File: src/rtl/bus_switch_pkg.sv
// Shared types for the N-to-1 CPU bus switch.
// FSM state encoding and port-index width helper.
package bus_switch_pkg;

   typedef enum logic [1:0] {
      IDLE,
      ISSUE,
      BUSY
   } state_t;

   function automatic int idx_width(input int n);
      return (n < 2) ? 1 : $clog2(n);
   endfunction

endpackage

File: src/rtl/bus_arbiter_switch_rr_arbiter.sv
// Round-robin arbiter: rotate past the last grant,
// then take the first set request bit.
module rr_arbiter
   import bus_switch_pkg::*;
#(
   parameter int NUM_PORTS = 2,
   parameter int IW        = 1
) (
   input  logic [NUM_PORTS-1:0] request,
   input  logic [IW-1:0]        last_grant,
   output logic                 valid,
   output logic [IW-1:0]        next_grant
);

   logic [IW-1:0] cand;

   // Scan from furthest to nearest so the nearest hit wins.
   always_comb begin
      valid      = 1'b0;
      next_grant = '0;
      cand       = '0;
      for (int k = NUM_PORTS; k >= 1; k--) begin
         cand = IW'((int'(last_grant) + k) % NUM_PORTS);
         if (request[cand]) begin
            valid      = 1'b1;
            next_grant = cand;
         end
      end
   end

endmodule

File: src/rtl/bus_arbiter_switch.sv
// N-to-1 CPU bus switch with round-robin arbitration,
// transaction locking and an optional watchdog.
module bus_arbiter_switch
   import bus_switch_pkg::*;
#(
   parameter int NUM_PORTS      = 2,
   parameter int ADDR_WIDTH     = 32,
   parameter int DATA_WIDTH     = 32,
   parameter int TIMEOUT_CYCLES = 0
) (
   input  logic                               clk,
   input  logic                               reset,
   input  logic [NUM_PORTS*ADDR_WIDTH-1:0]    address_m,
   input  logic [NUM_PORTS*DATA_WIDTH-1:0]    data_out_m,
   output logic [NUM_PORTS*DATA_WIDTH-1:0]    data_in_m,
   input  logic [NUM_PORTS-1:0]               write_enable_m,
   input  logic [NUM_PORTS*DATA_WIDTH/8-1:0]  write_mask_m,
   input  logic [NUM_PORTS-1:0]               transaction_begin_m,
   output logic [NUM_PORTS-1:0]               transaction_end_m,
   output logic [ADDR_WIDTH-1:0]              address_y,
   output logic [DATA_WIDTH-1:0]              data_out_y,
   input  logic [DATA_WIDTH-1:0]              data_in_y,
   output logic                               write_enable_y,
   output logic [DATA_WIDTH/8-1:0]            write_mask_y,
   output logic                               transaction_begin_y,
   input  logic                               transaction_end_y,
   output logic [idx_width(NUM_PORTS)-1:0]    grant,
   output logic                               busy,
   output logic                               timeout_error
);

   localparam int IW = idx_width(NUM_PORTS);
   localparam int MW = DATA_WIDTH / 8;
   localparam int CW = (TIMEOUT_CYCLES < 2) ? 1
                     : $clog2(TIMEOUT_CYCLES);
   localparam logic [CW-1:0] CNT_LAST =
      CW'((TIMEOUT_CYCLES > 0) ? TIMEOUT_CYCLES - 1 : 0);
   localparam logic [IW-1:0] GRANT_RST = IW'(NUM_PORTS - 1);

   state_t               state_q, state_d;
   logic [IW-1:0]        grant_q, grant_d;
   logic [NUM_PORTS-1:0] pending_q, pending_d;
   logic [CW-1:0]        count_q, count_d;
   logic                 arb_valid;
   logic [IW-1:0]        arb_next;
   logic                 end_fire;

   rr_arbiter #(
      .NUM_PORTS (NUM_PORTS),
      .IW        (IW)
   ) u_arb (
      .request    (pending_q),
      .last_grant (grant_q),
      .valid      (arb_valid),
      .next_grant (arb_next)
   );

   // Next-state, grant latch, watchdog counter and strobes.
   always_comb begin
      state_d             = state_q;
      grant_d             = grant_q;
      count_d             = count_q;
      end_fire            = 1'b0;
      transaction_begin_y = 1'b0;
      busy                = 1'b0;
      timeout_error       = 1'b0;
      unique case (state_q)
         IDLE: begin
            if (arb_valid) begin
               grant_d = arb_next;
               state_d = ISSUE;
            end
         end
         ISSUE: begin
            transaction_begin_y = 1'b1;
            busy                = 1'b1;
            count_d             = '0;
            state_d             = BUSY;
         end
         BUSY: begin
            busy = 1'b1;
            if (transaction_end_y) begin
               end_fire = 1'b1;
               state_d  = IDLE;
            end else if (TIMEOUT_CYCLES > 0 &&
                         count_q == CNT_LAST) begin
               end_fire      = 1'b1;
               timeout_error = 1'b1;
               state_d       = IDLE;
            end else begin
               count_d = count_q + CW'(1);
            end
         end
         default: state_d = IDLE;
      endcase
   end

   // End pulse goes only to the port holding the bus;
   // an end clears pending even if it re-begins this cycle.
   always_comb begin
      transaction_end_m = '0;
      if (end_fire) transaction_end_m[grant_q] = 1'b1;
      pending_d = (pending_q | transaction_begin_m)
                & ~transaction_end_m;
   end

   // State registers with synchronous reset.
   always_ff @(posedge clk) begin
      if (reset) begin
         state_q   <= IDLE;
         grant_q   <= GRANT_RST;
         pending_q <= '0;
         count_q   <= '0;
      end else begin
         state_q   <= state_d;
         grant_q   <= grant_d;
         pending_q <= pending_d;
         count_q   <= count_d;
      end
   end

   // Slave-side mux follows the registered grant.
   always_comb begin
      address_y      = address_m[int'(grant_q)*ADDR_WIDTH +: ADDR_WIDTH];
      data_out_y     = data_out_m[int'(grant_q)*DATA_WIDTH +: DATA_WIDTH];
      write_enable_y = write_enable_m[grant_q];
      write_mask_y   = write_mask_m[int'(grant_q)*MW +: MW];
   end

   assign data_in_m = {NUM_PORTS{data_in_y}};
   assign grant     = grant_q;

endmodule

File: config.mk
export PLATFORM = sky130hd
export DESIGN_NAME = bus_arbiter_switch
export DESIGN_NICKNAME = d
export VERILOG_FILES = /design/src/rtl/bus_switch_pkg.sv /design/src/rtl/bus_arbiter_switch_rr_arbiter.sv /design/src/rtl/bus_arbiter_switch.sv
export SDC_FILE = /design/constraint.sdc
export NUM_CORES = 1
export LEC_CHECK = 0
export BUFFER_PORTS_ARGS = -buffer_cell sky130_fd_sc_hd__buf_2
export CORE_AREA = 2 2 121 123
export DETAILED_ROUTE_END_ITERATION = 8
export DIE_AREA = 0 0 123 125
export SYNTH_ARGS = -nofsm -noshare
export SYNTH_HDL_FRONTEND = slang
export SYNTH_HIERARCHICAL = 1
export SYNTH_SLANG_ARGS = --single-unit
File: constraint.sdc
create_clock -name clk -period 1.55 [get_ports clk]
set_input_delay 0.31 -clock clk [delete_from_list [all_inputs] [get_ports clk]]
set_output_delay 0.31 -clock clk [all_outputs]
set_load 0.05 [all_outputs]
==> flow_summary.toml, run 1 <==
[critical_path]
rr_worst_depth = 5
r2r_slack_ps = 300
path_cells = "buf_12, clkbuf_16, mux2_4, buf_6"
crit_arrival_ps = 1360
rr_endpoint = "grant"
critPathMaxFanout = 9
r2r-start = "grant"
path_buf_inv = 3
critPathCaptureType = "output port"
cpMaxStageDelayCell = "dfxtp_4"
crit_type = "register to output port"
cp-start-kind = "register"
crit_family = "buffers and inverters"
required_ps = 1240
slowest_delay_ps = 360

[finish]
final_util = 0.243
nets = 514
area_growth_pct = 75.6
drive_gt1_frac = 0.925
fillers = 1500
layoutNonFillerInstCount = 519

[run_status]
violations = "negative setup slack"
outcome = "complete, but fails checks"

[floorplan]
fp.dieW_um = 123
rows = 44
ios = 314
fp.dieH_um = 125
core_mm2 = 0.0142
initial_utilization = 0.138
die_area_mm2 = 0.0154

[timing]
max_freq_mhz = 598
slew_violations = 0
finalSetupTns_ps = -7020
rsz0062_at_grt = "true"
hold_viol = 0
fin_skew_ps = 1.11
hold_ws_ps = 353
finalCritPeriodShare = 1.08
fin_ws_ps = -122
setup_violations = 69
final.min_clock_period_ps = 1670

[logic_synthesis]
yosys.area_share.adder = 0.0254
syn-num-nets = 353
ys_seq_area_frac = 0.0509
yosysUniqueCellTypes = 21
synth.mux.area_fraction = 0.537
syn_area_mm2 = 0.00197
netlist_instances = 174
ys_ff_latch = 5
synth_compound_area_frac = 0.0165
syn_avg_cell_area_um2 = 11.3
ys_warn_count = 6
synth_top_family_by_area = "multiplexers"
synth_xor_area_frac = 0
synth_simple_gate_area_frac = 0.0356

[clocking]
cts_made_buffers = 3
cts.clk_slew.worst_paths_ps = 30
tritoncts = "done"
htreeDepth = 1
clock_sinks = 5
clockBufferDepth = 2
cts_root_buf = "clkbuf_16"
insertion_delay_ps = 230

[grt]
grt_pass1_vias = 1636
grt_start_max_net_pins = 36
gr-total-overflow = 0
track_usage = 0.0654
antenna_found_initial = 1
grt_first_pass_wirelength_mm = 7.84

[drt]
maxUsedRoutingLayer = "met4"
wl_met3_um = 991
drt_wl_total_mm = 6.97
drt_iter0_markers = 51
vias_per_cell = 3.41
postRouteAntennaNets = 0
drc = 0
route.vias.total = 1770
wl_met1_mm = 2.42
drt-pass1-iter-count = 3
met2_length_mm = 3.55
wire_per_inst_um = 13.4

[min_path]
hp-class = "input port to register"
min_to = "pending_q[0]"
holdPathStages = 2
hold_path.startpoint = "reset"

[placed_design]
place_inst = 504
place_hpwl_mm = 5.20
io_buffers = 216
place.gp.congestion = 0.711

[power_and_ir_drop]
finalPower_uw = 5000
ir_drop_uv = 392
p_leak_uw = 0.00193
pwr_density_cell_mw_per_mm2 = 1450

[job]
max_cap_violations = 0
## per-stage QoR
step	setup slack [ps]	area (µm²)
floorplan	48.5	1970
global placement	53.1	2690
detailed placement	51.3	2690
CTS	-191	2790
global route	-147	3450
finish	-122	3450
## placed cells by master (no fill, tap or decap)
| cell | netlist | final |
|---|---|---|
| a21boi_0 | 1 | 1 |
| a21boi_1 | 1 | 1 |
| a22oi_1 | 1 | 1 |
| a311o_1 | 1 | 1 |
| and3_4 | 0 | 1 |
| buf_12 | 7 | 2 |
| buf_16 | 0 | 2 |
| buf_2 | 0 | 144 |
| buf_4 | 65 | 2 |
| buf_6 | 1 | 71 |
| buf_8 | 0 | 4 |
| clkbuf_1 | 0 | 1 |
| clkbuf_16 | 0 | 7 |
| conb_1 | 1 | 1 |
| dfxtp_1 | 5 | 2 |
| dfxtp_2 | 0 | 2 |
| dfxtp_4 | 0 | 1 |
| diode_2 | 0 | 1 |
| ha_1 | 4 | 3 |
| ha_4 | 0 | 1 |
| inv_1 | 4 | 3 |
| inv_2 | 0 | 1 |
| mux2_4 | 69 | 69 |
| mux2i_1 | 2 | 2 |
| nand2_1 | 1 | 1 |
| nand2b_1 | 4 | 4 |
| nor2_1 | 2 | 2 |
| nor2_2 | 1 | 1 |
| nor3_1 | 1 | 1 |
| nor3_2 | 1 | 1 |
| or2_1 | 1 | 1 |
## kinds of logic (layout without fill, tap and decap cells)
group | Yosys count | after routing
fa+ha+maj | 4 | 4
other cells | 1 | 2
flops | 5 | 5
mux | 71 | 71
compound gates | 4 | 4
simple gates | 12 | 12
buf+inv | 77 | 237
## worst register-to-register path, delay by kind of cell (launching register included)
family          cells  cell delay (ps)
compound gates      2              370
buf+inv             3              410
flops               1              350
## cell type report
cell class	instances	area, µm²	area share
Tap cell	184	230	0.0667
Antenna cell	1	2.50	0.000725
Inverter	4	15.0	0.00435
Multi-Input combinational cell	92	1230	0.356
Clock buffer	4	78.8	0.0228
Sequential cell	5	106	0.0308
Timing Repair Buffer	229	1790	0.518
## timing repair
action | 4_1_cts | 5_1_grt
pin swaps | 0 | 1
cloned | 0 | 6
hold endpoints to repair | 0 | 0
setup buffers | 0 | 4
gates resized for setup | 10 | 215
hold buffers | 0 | 0
endpoints found under the setup margin | 72 | 71
## synth_stat cells, drive strengths merged
master  instances  area share
and3            1      0.0032
or2             1      0.0032
mux2           69        0.53
inv             4      0.0076
conb            1      0.0019
nor2            3      0.0070
a21boi          2      0.0076
mux2i           2       0.010
nand2b          4       0.013
nand2           1      0.0019
a22oi           1      0.0038
dfxtp           5       0.051
a311o           1      0.0051
buf            73        0.33
nor3            2      0.0076
ha              4       0.025
## worst max path at each step
stage                     start              endpoint  slack, ps  cells past startpoint
after detailed placement  grant         address_y[13]         50                      3
final                     grant        data_out_y[15]       -120                      4
after CTS                 grant         address_y[13]       -190                      3
after floorplan           grant  transaction_end_m[0]         50                      3
after global routing      grant          address_y[4]       -150                      4
after global placement    grant        data_out_y[28]         50                      3
## per-layer routing
layer | up-vias | track usage
met1 | 798 | 0.0656
li1 | 849 | -
met4 | 0 | 0.00468
met2 | 119 | 0.117
met3 | 4 | 0.0424
met5 | - | 0
## registers in the layout (all words and copies together), names as in the netlist
register and flops:
state_q 2, pending_q 2, grant 1
## power breakdown
group	switching, µW	internal [µW]	leakage (µW)
registers	34.4	173	0.0000424
clock network	85.2	341	0.0000382
logic	2390	1980	0.00185
Note: power is estimated with default switching activity, not from simulation.
==> run 2, diff against run 1 <==
--- a/config.mk
+++ b/config.mk
@@ -5,7 +5,7 @@
 export SDC_FILE = /design/constraint.sdc
 export NUM_CORES = 1
 export LEC_CHECK = 0
-export BUFFER_PORTS_ARGS = -buffer_cell sky130_fd_sc_hd__buf_2
+export BUFFER_PORTS_ARGS = -buffer_cell sky130_fd_sc_hd__clkbuf_2
 export CORE_AREA = 2 2 121 123
 export DETAILED_ROUTE_END_ITERATION = 8
 export DIE_AREA = 0 0 123 125
==> flow_summary.toml, run 2 (synthesis results as in run 1) <==
[drt]
drt_wl_total_mm = 7.24
vias_per_cell = 3.44
route.vias.total = 1806
drc = 0
wire_per_inst_um = 13.8
postRouteAntennaNets = 0
drt-pass1-iter-count = 4
drt_iter0_markers = 36

[clocking]
clockBufferDepth = 2
htreeDepth = 1
cts.hold.buffers_added = 0
insertion_delay_ps = 230
clock_sinks = 5
cts_root_buf = "clkbuf_16"
tritoncts = "done"
cts_made_buffers = 3
cts.clk_slew.worst_paths_ps = 30

[floorplan]
rows = 44
core_mm2 = 0.0142
initial_utilization = 0.138
die_area_mm2 = 0.0154
fp.dieH_um = 125
ios = 314
fp.dieW_um = 123

[placed_design]
place_hpwl_mm = 5.32
place.gp.congestion = 0.748
io_buffers = 216
place_ws_ps = 56.7

[timing]
fin_ws_ps = -147
slew_violations = 0
final.min_clock_period_ps = 1700
max_freq_mhz = 589
hold_ws_ps = 341
hold_viol = 0
fin_skew_ps = 0.372
rsz0062_at_grt = "true"
finalCritPeriodShare = 1.09
setup_violations = 69

[critical_path]
required_ps = 1240
critPathMaxFanout = 7
crit_type = "register to output port"
path_cells = "buf_4, clkbuf_16, mux2_4, clkbuf_8"
crit_arrival_ps = 1390
critPathCaptureType = "output port"
slowest_delay_ps = 380
cpMaxStageDelayCell = "dfxtp_4"
cp-start-kind = "register"
r2r_slack_ps = 300

[finish]
seq_area_um2 = 106
area_growth_pct = 88.9
fillers = 1489
final_common_cell = "clkbuf_2"
nets = 520
mostFrequentLayoutCells = "clkbuf_2 (142), mux2_4 (69), buf_8 (64)"
multi_input_area_mm2 = 0.00123
drive_gt1_frac = 0.926

[power_and_ir_drop]
ir_drop_uv = 388
p_leak_uw = 0.00207
pwr_density_cell_mw_per_mm2 = 1440

[run_status]
violations = "negative setup slack"
outcome = "complete, but fails checks"

[job]
max_cap_violations = 0

[grt]
antenna_found_initial = 1
grt_start_max_net_pins = 28
grt_pass1_vias = 1758
track_usage = 0.0723
grt_first_pass_wirelength_mm = 8.58
gr-total-overflow = 0

[min_path]
hp-class = "input port to register"
## run 2: cell types whose count changed in the layout (fill, tap and decap cells not counted)
cell,change
buf_12,+3
nor2_4,+1
buf_4,+5
buf_8,+60
clkbuf_2,+142
clkbuf_8,+1
buf_6,-65
buf_16,-2
nor2_2,-1
buf_2,-143
clkbuf_4,+5
## run 2: layout make-up
| class | instances | area share |
|---|---|---|
| Timing Repair Buffer | 235 | 0.551 |
| Multi-Input combinational cell | 92 | 0.332 |
| Tap cell | 184 | 0.0620 |
| Sequential cell | 5 | 0.0286 |
| Clock buffer | 4 | 0.0212 |
| Inverter | 4 | 0.00404 |
| Antenna cell | 1 | 0.000673 |
## run 2: path summary, 6_finish.rpt
path / from / end / depth (start not counted)
max: grant / address_y[31] / 4
min: reset / pending_q[0] / 2
max reg2reg: grant / grant / 5
min reg2reg: pending_q[1] / pending_q[1] / 2
## run 2: through the flow
step	power (µW)	cell area, µm²	TNS [ps]	utilization	instances
CTS	4710	3410	-7610	0.240	513
finish	5370	3720	-7530	0.262	525
floorplan	3580	1970	0	-	174
detailed placement	3660	2740	0	0.193	506
global route	5590	3710	-9690	0.261	524
global placement	3650	2740	0	0.193	506
## run 2: power breakdown
| group | internal (µW) | switching [µW] | total [µW] |
|---|---|---|---|
| logic | 2260 | 2470 | 4730 |
| registers | 173 | 46.5 | 220 |
| clock network | 341 | 83.1 | 424 |
## run 2: routing by layer
layer | track usage | wire length, µm
met5 | 0 | 0
met4 | 0.00668 | 13
met1 | 0.0646 | 2420
met3 | 0.0424 | 993
met2 | 0.142 | 3810
## run 2: timing repair
action	in CTS	in global routing
cloned	0	6
endpoints found under the setup margin	72	73
hold endpoints to repair	0	0
resized for setup	136	82
pin swaps	1	0
setup buffers	3	6
## run 2: worst max-delay path: cells and delay by family (launching register included)
kind	cells	cell delay, ps
buffers and inverters	3	480
flip-flops	1	380
multiplexers	1	300
